File: config.mk
export PLATFORM = sky130hd
export DESIGN_NAME = oled_spi_ctrl
export DESIGN_NICKNAME = d
export VERILOG_FILES = /design/src/rtl/oled_spi_pkg.sv /design/src/rtl/oled_spi_fifo.sv /design/src/rtl/oled_spi_ctrl.sv
export SDC_FILE = /design/constraint.sdc
export NUM_CORES = 1
export LEC_CHECK = 0
export CAP_MARGIN = 20
export CORE_ASPECT_RATIO = 2
export CORE_UTILIZATION = 25
export CTS_CLUSTER_DIAMETER = 40
export DETAILED_ROUTE_END_ITERATION = 16
export DONT_BUFFER_PORTS = 1
export SLEW_MARGIN = 20
export SYNTH_ARGS = -nofsm -noshare
export SYNTH_HDL_FRONTEND = slang
export SYNTH_SLANG_ARGS = --single-unit
File: constraint.sdc
create_clock -name clk_i -period 3.74 [get_ports clk_i]
set_clock_uncertainty 0.05 [all_clocks]
set_input_delay 0.561 -clock clk_i [delete_from_list [all_inputs] [get_ports clk_i]]
set_output_delay 0.561 -clock clk_i [all_outputs]
set_load 0.05 [all_outputs]
File: src/rtl/oled_spi_pkg.sv
// Shared types and default parameters for the OLED SPI transmit controller.
//   state_e  : controller FSM states
//   entry_t  : FIFO entry {dc, data}; data is sized for the widest legal word
//              and the controller uses the low DATA_W bits.
package oled_spi_pkg;

    localparam int unsigned DATA_W_DEF     = 8;
    localparam int unsigned CLK_DIV_DEF    = 10;
    localparam int unsigned CS_HOLD_DEF    = 3;
    localparam int unsigned FIFO_DEPTH_DEF = 4;

    localparam int unsigned MAX_DATA_W     = 32;

    typedef enum logic [1:0] {
        ST_IDLE  = 2'd0,
        ST_SHIFT = 2'd1,
        ST_HOLD  = 2'd2
    } state_e;

    typedef struct packed {
        logic                  dc;
        logic [MAX_DATA_W-1:0] data;
    } entry_t;

endpackage

File: src/rtl/oled_spi_fifo.sv
// Synchronous FIFO with asynchronous reset. No write bypass: a push is refused
// while full even if a pop happens on the same edge.
//   clk_i, rst_ni : clock, async active-low reset (flushes the FIFO)
//   push_i/wdata_i: write request and entry (ignored when full)
//   pop_i/rdata_o : read request and head entry (ignored when empty)
//   full_o, empty_o, level_o : occupancy status
module oled_spi_fifo #(
    parameter int unsigned DEPTH   = 4,
    parameter type         entry_t = logic
) (
    input  logic                     clk_i,
    input  logic                     rst_ni,
    input  logic                     push_i,
    input  entry_t                   wdata_i,
    input  logic                     pop_i,
    output entry_t                   rdata_o,
    output logic                     full_o,
    output logic                     empty_o,
    output logic [$clog2(DEPTH):0]   level_o
);

    localparam int unsigned AW = $clog2(DEPTH);

    entry_t        mem_q [DEPTH];
    logic [AW-1:0] wptr_q;
    logic [AW-1:0] rptr_q;
    logic [AW:0]   cnt_q;
    logic          push_ok;
    logic          pop_ok;

    assign full_o  = (cnt_q == (AW+1)'(DEPTH));
    assign empty_o = (cnt_q == '0);
    assign level_o = cnt_q;
    assign rdata_o = mem_q[rptr_q];

    assign push_ok = push_i && !full_o;
    assign pop_ok  = pop_i && !empty_o;

    // Storage array; contents are don't-care after reset.
    always_ff @(posedge clk_i) begin
        if (push_ok) begin
            mem_q[wptr_q] <= wdata_i;
        end
    end

    // Pointers wrap naturally because DEPTH is a power of two.
    always_ff @(posedge clk_i or negedge rst_ni) begin
        if (!rst_ni) begin
            wptr_q <= '0;
            rptr_q <= '0;
            cnt_q  <= '0;
        end else begin
            if (push_ok) begin
                wptr_q <= wptr_q + AW'(1);
            end
            if (pop_ok) begin
                rptr_q <= rptr_q + AW'(1);
            end
            case ({push_ok, pop_ok})
                2'b10:   cnt_q <= cnt_q + (AW+1)'(1);
                2'b01:   cnt_q <= cnt_q - (AW+1)'(1);
                default: cnt_q <= cnt_q;
            endcase
        end
    end

endmodule

File: src/rtl/oled_spi_ctrl.sv
// SPI (mode 3, MSB first) transmit controller for the OLED panel.
// Words written through a valid/ready port are queued in a FIFO and shifted
// out with a programmable SCLK divider and nCS hold time.
// Build option: define OLED_SPI_BURST_EN to let queued words share one nCS
// low window; otherwise every word is framed individually.
//   clk_i, rst_ni              : clock, async active-low reset
//   wdata_i, wdc_i, wvalid_i   : word, D/C flag (1 = data), write request
//   wready_o                   : FIFO not full
//   level_o                    : FIFO occupancy, excluding the word in flight
//   busy_o                     : controller not idle
//   done_o                     : one-cycle pulse at the end of each word
//   nCS_o, SCLK_o, SDO_o, DC_o : registered panel interface
module oled_spi_ctrl
    import oled_spi_pkg::*;
#(
    parameter int unsigned DATA_W     = DATA_W_DEF,
    parameter int unsigned CLK_DIV    = CLK_DIV_DEF,
    parameter int unsigned CS_HOLD    = CS_HOLD_DEF,
    parameter int unsigned FIFO_DEPTH = FIFO_DEPTH_DEF
) (
    input  logic                          clk_i,
    input  logic                          rst_ni,
    input  logic [DATA_W-1:0]             wdata_i,
    input  logic                          wdc_i,
    input  logic                          wvalid_i,
    output logic                          wready_o,
    output logic [$clog2(FIFO_DEPTH):0]   level_o,
    output logic                          busy_o,
    output logic                          done_o,
    output logic                          nCS_o,
    output logic                          SCLK_o,
    output logic                          SDO_o,
    output logic                          DC_o
);

    localparam int unsigned LVL_W     = $clog2(FIFO_DEPTH) + 1;
    localparam int unsigned HALF      = CLK_DIV / 2;
    localparam int unsigned PH_MAX    = (CLK_DIV > CS_HOLD) ? CLK_DIV : CS_HOLD;
    localparam int unsigned PH_W      = $clog2(PH_MAX);
    localparam int unsigned BC_W      = (DATA_W > 1) ? $clog2(DATA_W) : 1;
    localparam int unsigned SHIFT_PAD = MAX_DATA_W - DATA_W;

    state_e                state_q, state_d;
    logic [PH_W-1:0]       ph_q, ph_d;
    logic [BC_W-1:0]       bc_q, bc_d;
    logic [MAX_DATA_W-1:0] shift_q, shift_d;
    logic                  dc_q, dc_d;
    logic                  ncs_q, ncs_d;
    logic                  sclk_q, sclk_d;
    logic                  sdo_q, sdo_d;
    logic                  busy_q, busy_d;
    logic                  done_q, done_d;

    entry_t                wr_entry_c;
    entry_t                head_c;
    logic                  fifo_full_c;
    logic                  fifo_empty_c;
    logic                  pop_c;
    logic [LVL_W-1:0]      fifo_level_c;

    // Pack the incoming word into a FIFO entry.
    always_comb begin
        wr_entry_c      = '0;
        wr_entry_c.dc   = wdc_i;
        wr_entry_c.data = MAX_DATA_W'(wdata_i);
    end

    oled_spi_fifo #(
        .DEPTH   (FIFO_DEPTH),
        .entry_t (entry_t)
    ) u_fifo (
        .clk_i   (clk_i),
        .rst_ni  (rst_ni),
        .push_i  (wvalid_i),
        .wdata_i (wr_entry_c),
        .pop_i   (pop_c),
        .rdata_o (head_c),
        .full_o  (fifo_full_c),
        .empty_o (fifo_empty_c),
        .level_o (fifo_level_c)
    );

    assign wready_o = !fifo_full_c;
    assign level_o  = fifo_level_c;

    // Next-state, counters and next values of the registered outputs.
    // The word is left-aligned in the shift register so SDO is always its MSB.
    always_comb begin
        state_d = state_q;
        ph_d    = ph_q;
        bc_d    = bc_q;
        shift_d = shift_q;
        dc_d    = dc_q;
        pop_c   = 1'b0;
        done_d  = 1'b0;

        case (state_q)
            ST_IDLE: begin
                if (!fifo_empty_c) begin
                    pop_c   = 1'b1;
                    shift_d = head_c.data << SHIFT_PAD;
                    dc_d    = head_c.dc;
                    ph_d    = '0;
                    bc_d    = '0;
                    state_d = ST_SHIFT;
                end
            end
            ST_SHIFT: begin
                if (ph_q == PH_W'(CLK_DIV - 1)) begin
                    ph_d = '0;
                    if (bc_q == BC_W'(DATA_W - 1)) begin
                        done_d = 1'b1;
`ifdef OLED_SPI_BURST_EN
                        if (!fifo_empty_c) begin
                            pop_c   = 1'b1;
                            shift_d = head_c.data << SHIFT_PAD;
                            dc_d    = head_c.dc;
                            bc_d    = '0;
                        end else begin
                            state_d = ST_HOLD;
                        end
`else
                        state_d = ST_HOLD;
`endif
                    end else begin
                        bc_d    = bc_q + BC_W'(1);
                        shift_d = shift_q << 1;
                    end
                end else begin
                    ph_d = ph_q + PH_W'(1);
                end
            end
            ST_HOLD: begin
                // ph doubles as the nCS hold counter.
                if (ph_q == PH_W'(CS_HOLD - 1)) begin
                    ph_d    = '0;
                    state_d = ST_IDLE;
                end else begin
                    ph_d = ph_q + PH_W'(1);
                end
            end
            default: begin
                state_d = ST_IDLE;
                ph_d    = '0;
                bc_d    = '0;
            end
        endcase

        ncs_d  = (state_d == ST_IDLE);
        sclk_d = (state_d != ST_SHIFT) || (ph_d >= PH_W'(HALF));
        sdo_d  = (state_d != ST_SHIFT) || shift_d[MAX_DATA_W-1];
        busy_d = (state_d != ST_IDLE);
    end

    // State, counters and output registers.
    always_ff @(posedge clk_i or negedge rst_ni) begin
        if (!rst_ni) begin
            state_q <= ST_IDLE;
            ph_q    <= '0;
            bc_q    <= '0;
            shift_q <= '0;
            dc_q    <= 1'b0;
            ncs_q   <= 1'b1;
            sclk_q  <= 1'b1;
            sdo_q   <= 1'b1;
            busy_q  <= 1'b0;
            done_q  <= 1'b0;
        end else begin
            state_q <= state_d;
            ph_q    <= ph_d;
            bc_q    <= bc_d;
            shift_q <= shift_d;
            dc_q    <= dc_d;
            ncs_q   <= ncs_d;
            sclk_q  <= sclk_d;
            sdo_q   <= sdo_d;
            busy_q  <= busy_d;
            done_q  <= done_d;
        end
    end

    assign nCS_o  = ncs_q;
    assign SCLK_o = sclk_q;
    assign SDO_o  = sdo_q;
    assign DC_o   = dc_q;
    assign busy_o = busy_q;
    assign done_o = done_q;

endmodule

After elaboration in Yosys (flattened, before gate mapping)
Memories as Yosys holds them, arrays and structs flattened.
Index checks and enable logic that the tools add are counted.
Operators by class
  $add $sub $neg: 6
  reduce and logical (&&, ||, !) cells: 15
  order comparisons: 1
  equal/unequal tests: 12
  bitwise operators: 2
  multiplexer cells: 25
Operator list (count)
  32-bit 2-to-1 mux: 3
  32-bit one-hot mux with 2 select lines: 1
  4-bit 2-to-1 mux: 3
  4-bit one-hot mux with 3 select lines: 1
  3-bit 2-to-1 mux: 3
  3-bit one-hot mux with 3 select lines: 1
  2-bit 2-to-1 mux: 4
  4-bit AND reduction: 2
  1-bit 2-to-1 mux: 7
  3-bit by 1-bit adder with 3-bit output (second input constant): 2
  3-bit equality test (second input constant): 2
  2-bit inequality test (second input constant): 3
  2-bit one-hot mux with 3 select lines: 1
  3-bit one-hot mux with 2 select lines: 1
  2-bit nonzero test: 3
  2-bit by 1-bit adder with 2-bit output (second input constant): 2
  4-bit by 1-bit adder with 4-bit output (second input constant): 1
  2-bit by 1-bit equality test with 1-bit output (second input constant): 2
  2-bit equality test (second input constant): 2
  4-bit by 2-bit equality test with 1-bit output (second input constant): 1
  4-bit equality test (second input constant): 1
  4-bit by 3-bit greater-or-equal comparator with 1-bit output (second input constant): 1
  2-bit logical NOT: 2
  3-bit logical NOT: 1
  other kinds (7): 11
Word-level totals
  word-level logic and storage cells: 76
  output and inout bits: 10
  memory bits (writable): 36
  bits in registers: 54
  bits of input ports: 12
  memories kept: 1
Memories
  u_fifo.mem_q: words 4, width 9, rd ports 1, clocked after Yosys merged registers in 0, write ports 1, RTL line oled_spi_fifo.sv:24  | entry_t mem_q [DEPTH];

Logic depth before layout (Yosys ltp)
Gate-level depths: netlist of the first run.
  depth in word-level cells: 6
  gate-level depth with buffers: 11

Cells and area by module
From an unflattened synthesis of the first run, not the netlist that was laid out.
Second synthesis, totals
  cells, all modules: 369
  area, all modules: 7252.0 um^2
By module, submodules not included
  oled_spi_fifo: times used 1, area each 5238.8 um^2, sequential area each 4139.0 um^2, cells each 210
  oled_spi_ctrl: times used 1, area each 2013.2 um^2, sequential area each 1154.9 um^2, cells each 159

Worst setup path after synthesis of the first run
Ideal clock, no wire load.
  kind: reg2reg
  from: reg u_fifo.cnt_q[2], in the netlist u_fifo.level_o[2]
  to: reg u_fifo.cnt_q[2], in the netlist u_fifo.level_o[2]
  setup slack: 949 ps
  stages on the path, launching flop included: 10
  period minus slack after synthesis: 2791 ps
  data required time: 3608 ps
  path buffers: 0
  data arrival time: 2659 ps
  library setup time: 82 ps
  cells stage by stage: dfrtp_1 > nand3_1 > and2_1 > inv_1 > ha_1 > inv_1 > fa_1 > xor2_1 > nor2_1 > xor2_1
On the way
  elaborated cells between the ends (all ways): 14
  classes of those cells: add/sub: 2; eq/ne: 3; mux: 3; reduce/logical: 6
RTL lines
  from (decl): RTL line oled_spi_fifo.sv:27  | logic [AW:0] cnt_q;
  from (signal assigned): RTL line oled_spi_fifo.sv:60  | 2'b10: cnt_q <= cnt_q + (AW+1)'(1);
  from (signal assigned): RTL line oled_spi_fifo.sv:61  | 2'b01: cnt_q <= cnt_q - (AW+1)'(1);
  from (signal assigned): RTL line oled_spi_fifo.sv:62  | default: cnt_q <= cnt_q;
  3-bit equality test *: RTL line oled_spi_fifo.sv:31  | assign full_o = (cnt_q == (AW+1)'(DEPTH));
  1-bit logical NOT *
  via wready_o: RTL line oled_spi_ctrl.sv:26  | output logic wready_o,
  1-bit logical AND *: RTL line oled_spi_fifo.sv:36  | assign push_ok = push_i && !full_o;
  2-bit by 1-bit equality test with 1-bit output or 2-bit equality test (tied branches): RTL line oled_spi_fifo.sv:59  | case ({push_ok, pop_ok})
  3-bit one-hot mux with 2 select lines or 2-bit nonzero test (tied branches)
Mark *: on every way through the listed nets, which the timed path passes. The rest lies on a longest branch.
A chain may end at the register's enable or synchronous reset.

Final worst setup path of the first run
  from: reg u_fifo.cnt_q[0], in the netlist u_fifo.level_o[0]
  to: reg u_fifo.cnt_q[2], in the netlist u_fifo.level_o[2]
On the way
  longest elaborated chain between the ends: 6
  elaborated cells between the ends (all ways): 14
  classes of those cells: add/sub: 2; eq/ne: 3; mux: 3; reduce/logical: 6
Ends and longest elaborated chain
  3-bit logical NOT: RTL line oled_spi_fifo.sv:32  | assign empty_o = (cnt_q == '0);
  1-bit 2-to-1 mux: RTL line oled_spi_ctrl.sv:99  | if (!fifo_empty_c) begin
  1-bit 2-to-1 mux: RTL line oled_spi_ctrl.sv:97  | case (state_q)
  1-bit logical AND: RTL line oled_spi_fifo.sv:37  | assign pop_ok = pop_i && !empty_o;
  2-bit by 1-bit equality test with 1-bit output or 2-bit equality test (tied branches): RTL line oled_spi_fifo.sv:59
  3-bit one-hot mux with 2 select lines or 2-bit nonzero test (tied branches)
Several ways; a longest one is shown, not always the timed one.

==> out/qor.yml, run 1 <==
setup_tns_ps: 0
synth_top_family_by_area: "compound AO/OA/AOI/OAI gates"
drive_gt1_share_pct: 13.9
power_mw: 3.23
worst_pin_slew_ps: 957
post-dp-hpwl_mm: 4.36
port_buffers: 0
row_count: 61
setup_ws_ps: 1140
hp-class: "in -> async"
synthFlopType: "dfrtp_1"
cts_max_path_buffers: 2
avgViaCountPerCell: 4.48
power_density_nw_per_um2: 787
cts_setup_buffers: 0
switchingPower_mw: 1.08
place_ws_ps: 1110
cts_sinks: 89
synth_compound_area_share_pct: 11.4
worstPathArrival_ps: 2820
sw_frac_of_total_pct: 33.3
crit_type: "reg -> reg"
yosysSeqAreaShare_pct: 67.7
cp-startpoint: "u_fifo.level_o[0]"
syn2layout_area_growth_pct: 15.4
comb_power_share_pct: 21.8
maxSlewViolCount: 0
vias: 1943
r2r_start: "u_fifo.level_o[0]"
synth_edf_count: 36
globalplace.congestion: 0.722
placed_area_sq_um: 3740
synthMuxAreaShare_pct: 6.26
whs_ps: 15.6
start_kind: "flop"
post_drt_wl_per_cell_um: 15.0
drcViolationCount: 0
synth_top_area_share_pct: 35.1
yosysTopAreaCell: "dfrtp_1"
track_usage_pct: 10.0
grt_pass1_wl_mm: 10.9
r2r_slack_ps: 1140
tritoncts: "built"
ys_types: 36
numCtsBuffers: 9
holdBufCountCts: 2
ff2ff_path_depth: 9
yosys.area_share.simple_pct: 6.15
post-route-min-period_ps: 2600
synth_xor_area_share_pct: 1.72
die_w_um: 86.4
finalSetupViolCount: 0
io_pins: 22
postLayoutCellArea_sq_um: 4110
postCtsResizedCells: 0
clockRootBuffer: "clkbuf_16"
crit_path_cell_trace: "nor3_1 > nand2b_1 > inv_1 > ha_1 > inv_1 > fa_1 > xor2_1 > nor2_1 > xor2_1"
clkTransAtPathRegs_ps: 70
clk_latency_ps: 340
peakVddDrop_v: 0.000280
fmax_mhz: 384
crit_fanout: 11
syn_avg_cell_area_sq_um: 15.0
timing.final.hold_violations: 0
synth_fp_nets: 258
fin_crit_sh_pct: 69.6
grt_pass1_vias: 2055
ys_async_sr_fraction_pct: 59.6
drtIter0Drc: 171
pwr-share-seq_pct: 48.0
cp_slowest_cell: "dfrtp_1"
pwr-share-clk_pct: 30.3
max-slew-margin-rel_pct: 36.2
antenna_found_initial: 0
core_sq_um: 13900
leakagePower_nw: 1.71
syn_inst: 238
intPower_mw: 2.16
cts_htree_levels: 3
routed_wl_mm: 6.50
dieArea_sq_um: 14700
slowest_delay_ps: 680
netlist_area_sq_um: 3560
rsz0062_at_grt: "false"
status: "complete, no violations"
overflow: 0
yosysWarnings: 0
nets: 260
worstReg2RegEnd: "u_fifo.level_o[2]"
max_cap_violations: 0
ys_top_cells_by_area: "dfrtp_1, edfxtp_1, mux4_2"
ys_seq_elements: 89
crit_path_end_kind: "flop"
drtPass1Iterations: 5
start_util_pct: 25.6
grt_max_degree: 52
cp.required_ps: 3950
die-height_um: 171
synthAdderAreaFrac_pct: 3.02
diodes: 0
antenna_left: 0
-- flip-flops by register name, summed over array words and instances (netlist names) --
register and flops:
done_o 1, u_fifo.rptr_q 2, state_q 2, SCLK_o 1, u_fifo.level_o 3, ph_q 4
DC_o 1, busy_o 1, nCS_o 1, bc_q 3, u_fifo.mem_q 36, SDO_o 1
u_fifo.wptr_q 2, shift_q 31
-- placed cells by master (no fill, tap or decap), types with 2 or more instances in the layout --
cell type / n
and3_1: 4
a221oi_1: 2
xor2_1: 3
mux2i_1: 2
nand2_1: 14
buf_4: 2
xnor2_1: 4
ha_1: 7
a21oi_1: 4
nand2b_1: 6
and2_1: 3
dfstp_2: 3
clkbuf_16: 9
o21ai_0: 11
mux4_2: 9
clkinv_4: 2
nand3_1: 2
edfxtp_1: 36
inv_1: 17
dfrtp_1: 50
a22o_1: 22
inv_6: 2
a222oi_1: 8
bufinv_16: 2
or2_2: 2
nor2_1: 5
-- per-stage QoR --
| step | utilization (%) | std cells |
|---|---|---|
| 2_1_floorplan | - | 238 |
| 3_3_place_gp | 26.9 | 416 |
| 3_5_place_dp | 26.9 | 416 |
| 4_1_cts | 29.6 | 434 |
| 5_1_grt | 29.6 | 434 |
| 6_report | 29.6 | 434 |
-- critical path: cells and delay by family, from the launching register on --
family        cells  cell delay (ps)
flops             1              680
xor+xnor          2              310
fa+ha+maj         2              610
simple gates      3              520
buf+inv           2              360
-- metal layers --
metal | track usage [%] | vias to the layer above | part of all wire [%]
met5 | 0 | - | 0
met4 | 6.09 | 0 | 2.5
met3 | 2.36 | 11 | 3.8
met2 | 17.8 | 41 | 55
met1 | 10.5 | 1001 | 39
li1 | - | 890 | -
-- power groups by stage --
stage	clock network [mW]	logic, mW	registers, mW
global placement	0	0.679	1.56
finish	0.979	0.703	1.55
floorplan	0	0.617	1.47
global route	1.04	0.793	1.58
CTS	1.01	0.724	1.56
detailed placement	0	0.706	1.58
-- logic make-up after synthesis --
| logic type | after synthesis |
|---|---|
| DFF | 89 |
| muxes | 11 |
| and+or+nand+nor | 41 |
| adders and majority gates | 8 |
| AOI/OAI and AO/OA | 52 |
| xor gates and xnor gates | 7 |
| buffers and inverters | 30 |
-- how the worst max path moves through the flow --
stage | slack (ps) | depth (start not counted) | to
5_1_grt | 910 | 9 | u_fifo.level_o[2]
2_1_floorplan | 950 | 9 | u_fifo.level_o[2]
3_5_place_dp | 1110 | 9 | u_fifo.level_o[2]
4_1_cts | 1090 | 9 | u_fifo.level_o[2]
3_3_place_gp | 1180 | 9 | u_fifo.level_o[2]
6_report | 1140 | 9 | u_fifo.level_o[2]
-- cells in the mapped netlist (3+ instances only) --
cell type / n
and2_1: 3
nand2b_1: 6
a21oi_1: 4
buf_2: 4
a22o_1: 22
nor2_1: 5
xnor2_1: 4
o21ai_0: 11
dfstp_2: 3
dfrtp_1: 50
ha_1: 7
edfxtp_1: 36
and3_1: 4
inv_1: 17
nand2_1: 14
a222oi_1: 8
clkbuf_1: 6
mux4_2: 9
xor2_1: 3
-- final cells by class --
type                            count  area, sq um
Inverter                           17         63.8
Clock inverter                      7          103
Sequential cell                    89         2410
Tap cell                          189          236
Multi-Input combinational cell    119         1020
Fill cell                        1446         9780
Timing Repair Buffer                4         52.6
Clock buffer                        9          225
Note: power is estimated with default switching activity, not from simulation.
==> inputs of run 2 (changes only) <==
- clock period: 3.74 -> 2.2 ns (I/O delays scaled with it)
==> run 2 against run 1 <==
Clock-buffer cell count is the same. Flip-flop and latch count is the same. Setup slack lost 980 ps. Non-clock buffer count grew 11. Routed wire length shrank 3.9%. Maximum frequency grew 28%. Highest routed layer unchanged.
==> out/qor.yml, run 2 (synthesized netlist as in run 1, its figures left out) <==
worst_pin_slew_ps: 508  # was 957 ps
clockRootBuffer: "clkbuf_16"  # unchanged
slowest_delay_ps: 440  # was 680 ps
utilization_pct: 30.1  # was 29.6%
layout_common_cells: "dfrtp_1, edfxtp_1, a22o_1"  # unchanged
crit_fanout: 4  # was 11
row_count: 61  # unchanged
cts_max_path_buffers: 2  # unchanged
power_density_nw_per_um2: 1300  # was 787 nW/um^2
numCtsBuffers: 9  # unchanged
drcViolationCount: 0  # unchanged
vias: 1905  # was 1,943
mostFrequentLayoutCell: "dfrtp_1"  # unchanged
track_usage_pct: 9.48  # was 10.0%
leakagePower_nw: 1.76  # was 1.71 nW
cts_setup_buffers: 0  # unchanged
setup_tns_ps: 0  # unchanged
postLayoutCellArea_sq_um: 4180  # was 4110 sq um
overflow: 0  # unchanged
fin_crit_sh_pct: 92.7  # was 69.6%
cts_htree_levels: 3  # unchanged
finalSetupViolCount: 0  # unchanged
grt_pass1_wl_mm: 10.5  # was 10.9 mm
drtPass1Iterations: 4  # was 5
hp-class: "in -> reg"  # was in -> async
rsz0062_at_grt: "false"  # unchanged
crit_path_cell_trace: "nor3_1 > nand2b_4 > inv_1 > ha_1 > inv_1 > fa_1 > o21ai_0"  # was nor3_1 > nand2b_1 > inv_1 > ha_1 > inv_1 > fa_1 > xor2_1 > nor2_1 > xor2_1
tritoncts: "built"  # unchanged
routed_wl_mm: 6.24  # was 6.50 mm
post-dp-hpwl_mm: 4.38  # was 4.36 mm
avgViaCountPerCell: 4.28  # was 4.48
port_buffers: 0  # unchanged
top_regs: "u_fifo.mem_q x36, shift_q x31, ph_q x4"  # unchanged
antenna_found_initial: 0  # unchanged
placed_area_sq_um: 3850  # was 3740 sq um
drive_gt1_share_pct: 20.7  # was 13.9%
clk_latency_ps: 340  # about the same
globalplace.congestion: 0.792  # was 0.722
grt_pass1_vias: 2137  # was 2,055
timing.final.hold_violations: 0  # unchanged
worstPathArrival_ps: 2250  # was 2820 ps
cp_common_cell: "inv_1"
die-height_um: 171  # unchanged
diodes: 0  # unchanged
post-route-min-period_ps: 2040  # was 2600 ps
status: "complete, no violations"  # unchanged
power_mw: 5.45  # was 3.23 mW
fmax_mhz: 490  # was 384 MHz
antenna_left: 0  # unchanged
top_register: "u_fifo.mem_q"  # unchanged
crit_path_end_kind: "flop"  # unchanged
whs_ps: 30.6  # was 15.6 ps
max-slew-margin-rel_pct: 66.1  # was 36.2%
regArea_sq_um: 2410  # about the same
peakVddDrop_v: 0.000480  # was 0.000280 V
cp.required_ps: 2410  # was 3950 ps
max_cap_violations: 0  # unchanged
nets: 271  # was 260
largest_reg_flops: 36  # unchanged
start_util_pct: 25.6  # unchanged
die_w_um: 86.4  # unchanged
postCtsResizedCells: 0  # unchanged
crit_type: "reg -> reg"  # unchanged
nFillCells: 1428  # was 1,446
io_pins: 22  # unchanged
syn2layout_area_growth_pct: 17.5  # was 15.4%
multiInputGateArea_sq_um: 1040  # was 1020 sq um
start_kind: "flop"  # unchanged
cp_slowest_cell: "dfrtp_2"  # was dfrtp_1
grt_max_degree: 54  # was 52
maxSlewViolCount: 0  # unchanged
cts_sinks: 89  # unchanged
post_drt_wl_per_cell_um: 14.0  # was 15.0 um
dieArea_sq_um: 14700  # unchanged
clkTransAtPathRegs_ps: 70  # about the same
core_sq_um: 13900  # unchanged
drtIter0Drc: 161  # was 171
-- run 2: cell count changes in the layout (fill, tap and decap cells not counted), moves of 2 or more --
cell       before  now
inv_2           0    2
inv_8           0    3
buf_4           2   13
bufinv_16       2    0
dfrtp_2         0    3
inv_1          17   15
dfrtp_1        50   47
-- run 2: final cells by class --
cell class / instances / share of cell area (%)
multi-input cells: 119 / 24.8
clock buffers: 9 / 5.38
well taps: 189 / 5.65
flip-flops and latches: 89 / 57.7
clock inverters: 7 / 1.65
inverters: 17 / 1.53
repair buffers: 15 / 3.23
-- run 2: power by group --
group          leakage (nW)  internal (mW)  switching (mW)
Sequential             1.01           2.13           0.372
Clock                 0.146          0.802           0.693
Combinational         0.603          0.649           0.805
-- run 2: critical path: cells and delay by family (launching register included) --
| family | cells | cell delay [ps] |
|---|---|---|
| simple gates | 2 | 530 |
| compound gates | 1 | 190 |
| flops | 1 | 440 |
| buf+inv | 2 | 130 |
| fa+ha+maj | 2 | 620 |
-- run 2: metrics by stage --
| stage | setup slack [ps] | cells |
|---|---|---|
| 2_1_floorplan | 8.61 | 238 |
| 3_3_place_gp | 231 | 427 |
| 3_5_place_dp | 153 | 427 |
| 4_1_cts | 145 | 445 |
| 5_1_grt | 5.10 | 445 |
| 6_report | 160 | 445 |
-- run 2: repair_timing --
| item | 4_1_cts | 5_1_grt |
|---|---|---|
| hold buffers | 2 | 0 |
| endpoints found under the hold margin | 53 | 0 |
| setup endpoints to repair | 0 | 0 |
-- run 2: final timing paths --
check,cells past startpoint,end,startpoint,slack [ps]
min reg2reg,1,shift_q[1],shift_q[1],440
min in group asynchronous,2,busy_o,rst_ni,450
max in group asynchronous,2,SDO_o,rst_ni,1340
max reg2reg,7,u_fifo.level_o[1],u_fifo.level_o[2],160
max,7,u_fifo.level_o[1],u_fifo.level_o[2],160
min,0,u_fifo.mem_q[2][4],wdata_i[4],30
-- run 2: routing by layer --
metal / track usage, % / part of all wire, % / wire, um
met1: 10.0 / 40 / 2480
met2: 16.5 / 57 / 3540
met3: 2.65 / 2.6 / 163
met4: 5.65 / 0.98 / 61
met5: 0 / 0 / 0
==> inputs of run 3 (changes only) <==
- CELL_PAD_IN_SITES_DETAIL_PLACEMENT: not set -> 1
- CELL_PAD_IN_SITES_GLOBAL_PLACEMENT: not set -> 2
- PLACE_DENSITY_LB_ADDON: not set -> 0.1
- SLEW_MARGIN: 20 -> 25
==> run 3 against run 2 <==
Via count up 4.7%. Worst hold slack improved by 4.9 ps. Register-to-register slack improved by 40 ps. Sequential power decreased by 2%. Global-route usage is 1.7 points higher. Utilization increased by 0.46 points. Non-clock buffer count grew 7. Clock power about the same. Critical endpoint is now shift_q[30]. Highest routed layer unchanged.
==> out/qor.yml, run 3 (synthesized netlist as in run 1, its figures left out) <==
drtIter0Drc: 77  # was 161
max-slew-margin-rel_pct: 65.9  # was 66.1%
cts_htree_levels: 3  # unchanged
cp_common_cell: "ha_1"  # was inv_1
globalplace.congestion: 0.687  # was 0.792
overflow: 0  # unchanged
crit_path_cell_trace: "ha_1 > ha_1 > nand2b_1 > a211o_1 > buf_4 > a222oi_1 > inv_1"  # was nor3_1 > nand2b_4 > inv_1 > ha_1 > inv_1 > fa_1 > o21ai_0
nFillCells: 1500  # was 1,428
routed_wl_mm: 7.22  # was 6.24 mm
tritoncts: "built"  # unchanged
die-height_um: 171  # unchanged
finalSetupViolCount: 0  # unchanged
diodes: 0  # unchanged
slowest_delay_ps: 400  # was 440 ps
drtPass1Iterations: 6  # was 4
top_regs: "u_fifo.mem_q x36, shift_q x31, ph_q x4"  # unchanged
syn2layout_area_growth_pct: 19.3  # was 17.5%
max_cap_violations: 0  # unchanged
placed_area_sq_um: 3910  # was 3850 sq um
numCtsBuffers: 9  # unchanged
largest_reg_flops: 36  # unchanged
worst_pin_slew_ps: 511  # was 508 ps
utilization_pct: 30.6  # was 30.1%
nets: 278  # was 271
io_pins: 22  # unchanged
setup_tns_ps: 0  # unchanged
grt_pass1_wl_mm: 12.0  # was 10.5 mm
dieArea_sq_um: 14700  # unchanged
avgViaCountPerCell: 4.41  # was 4.28
start_util_pct: 25.6  # unchanged
fin_crit_sh_pct: 91.0  # was 92.7%
crit_fanout: 11  # was 4
peakVddDrop_v: 0.000491  # was 0.000480 V
post-dp-hpwl_mm: 5.11  # was 4.38 mm
rsz0062_at_grt: "false"  # unchanged
clockRootBuffer: "clkbuf_16"  # unchanged
crit_path_end_kind: "flop"  # unchanged
r2r_slack_ps: 200  # was 160 ps
cp.required_ps: 2370  # was 2410 ps
layout_common_cells: "dfrtp_1, edfxtp_1, a22o_1"  # unchanged
maxSlewViolCount: 0  # unchanged
clkTransAtPathRegs_ps: 70  # about the same
antenna_left: 0  # unchanged
power_density_nw_per_um2: 1320  # was 1300 nW/um^2
cts_sinks: 89  # unchanged
mostFrequentLayoutCell: "dfrtp_1"  # unchanged
multiInputGateArea_sq_um: 1050  # was 1040 sq um
track_usage_pct: 11.1  # was 9.48%
vias: 1994  # was 1,905
drive_gt1_share_pct: 23.6  # was 20.7%
post-route-min-period_ps: 2000  # was 2040 ps
die_w_um: 86.4  # unchanged
postLayoutCellArea_sq_um: 4250  # was 4180 sq um
port_buffers: 0  # unchanged
grt_max_degree: 54  # unchanged
crit_type: "reg -> reg"  # unchanged
cp_slowest_cell: "dfrtp_1"  # was dfrtp_2
grt_pass1_vias: 2264  # was 2,137
core_sq_um: 13900  # unchanged
drcViolationCount: 0  # unchanged
row_count: 61  # unchanged
leakagePower_nw: 1.80  # was 1.76 nW
fmax_mhz: 499  # was 490 MHz
hp-class: "in -> reg"  # unchanged
timing.final.hold_violations: 0  # unchanged
cts_setup_buffers: 0  # unchanged
regArea_sq_um: 2410  # unchanged
worstPathArrival_ps: 2170  # was 2250 ps
start_kind: "flop"  # unchanged
clk_latency_ps: 340  # about the same
top_register: "u_fifo.mem_q"  # unchanged
status: "complete, no violations"  # unchanged
antenna_found_initial: 0  # unchanged
post_drt_wl_per_cell_um: 16.0  # was 14.0 um
cts_max_path_buffers: 2  # unchanged
==> run 3: cell types whose count changed in the layout (fill, tap and decap cells not counted) <==
cell,previous run,this run
nor3_1,1,0
inv_8,3,1
buf_4,13,20
inv_4,0,1
nor2_2,0,1
nor3_2,0,1
clkbuf_2,0,1
clkinv_4,2,0
clkinvlp_4,0,1
clkbuf_16,9,10
nor2_1,5,4
==> run 3: timing repair <==
action | CTS | global route
setup endpoints to repair | 0 | 2
endpoints found under the hold margin | 53 | 0
gates resized for setup | 0 | 1
hold buffers | 2 | 0
==> run 3: path summary, 6_finish.rpt <==
| path | from | to | cells past startpoint |
|---|---|---|---|
| worst max-delay path | bc_q[0] | shift_q[30] | 7 |
| worst min register to register | shift_q[1] | shift_q[1] | 1 |
| worst max register to register | bc_q[0] | shift_q[30] | 7 |
| worst min-delay path | wdata_i[1] | u_fifo.mem_q[2][1] | 0 |
| max in group asynchronous | rst_ni | SCLK_o | 2 |
| min in group asynchronous | rst_ni | ph_q[2] | 2 |
==> run 3: worst max-delay path, delay by kind of cell, from the launching register on <==
kind / cells / cell delay (ps)
compound gates: 2 / 620
fa+ha+maj: 2 / 390
buf+inv: 2 / 260
flops: 1 / 400
simple gates: 1 / 150
==> run 3: layer usage <==
layer  vias to the layer above  track usage [%]  wire, um
li1                        922                -         -
met1                      1033             11.6      2730
met2                        30             20.6      4110
met3                         9             2.41       222
met4                         0             5.65       161
met5                         -                0         0
==> run 3: where the power goes <==
group          switching (mW)  internal (mW)  total (mW)
Sequential              0.331           2.13        2.46
Clock                   0.650          0.856        1.51
Combinational           0.929          0.702        1.63
==> run 3: cell type report <==
cell class                 instances  area share, %
inverter                          17           1.50
multi-input combinational        119           24.6
tap                              189           5.57
sequential                        89           56.9
clock buffer                      11           6.01
clock inverter                     5           1.00
timing repair buffer              22           4.42
==> run 3: per-stage QoR <==
stage | setup slack [ps] | instances | total power [mW] | hold WS, ps
after floorplan | 8.61 | 238 | 3.60 | -15.6
after global placement | 185 | 434 | 4.14 | -13.9
after detailed placement | 123 | 434 | 4.14 | -13.2
after CTS | 97.5 | 452 | 5.71 | 22.4
after global routing | 51.8 | 452 | 5.95 | 16.8
final | 198 | 452 | 5.59 | 35.6
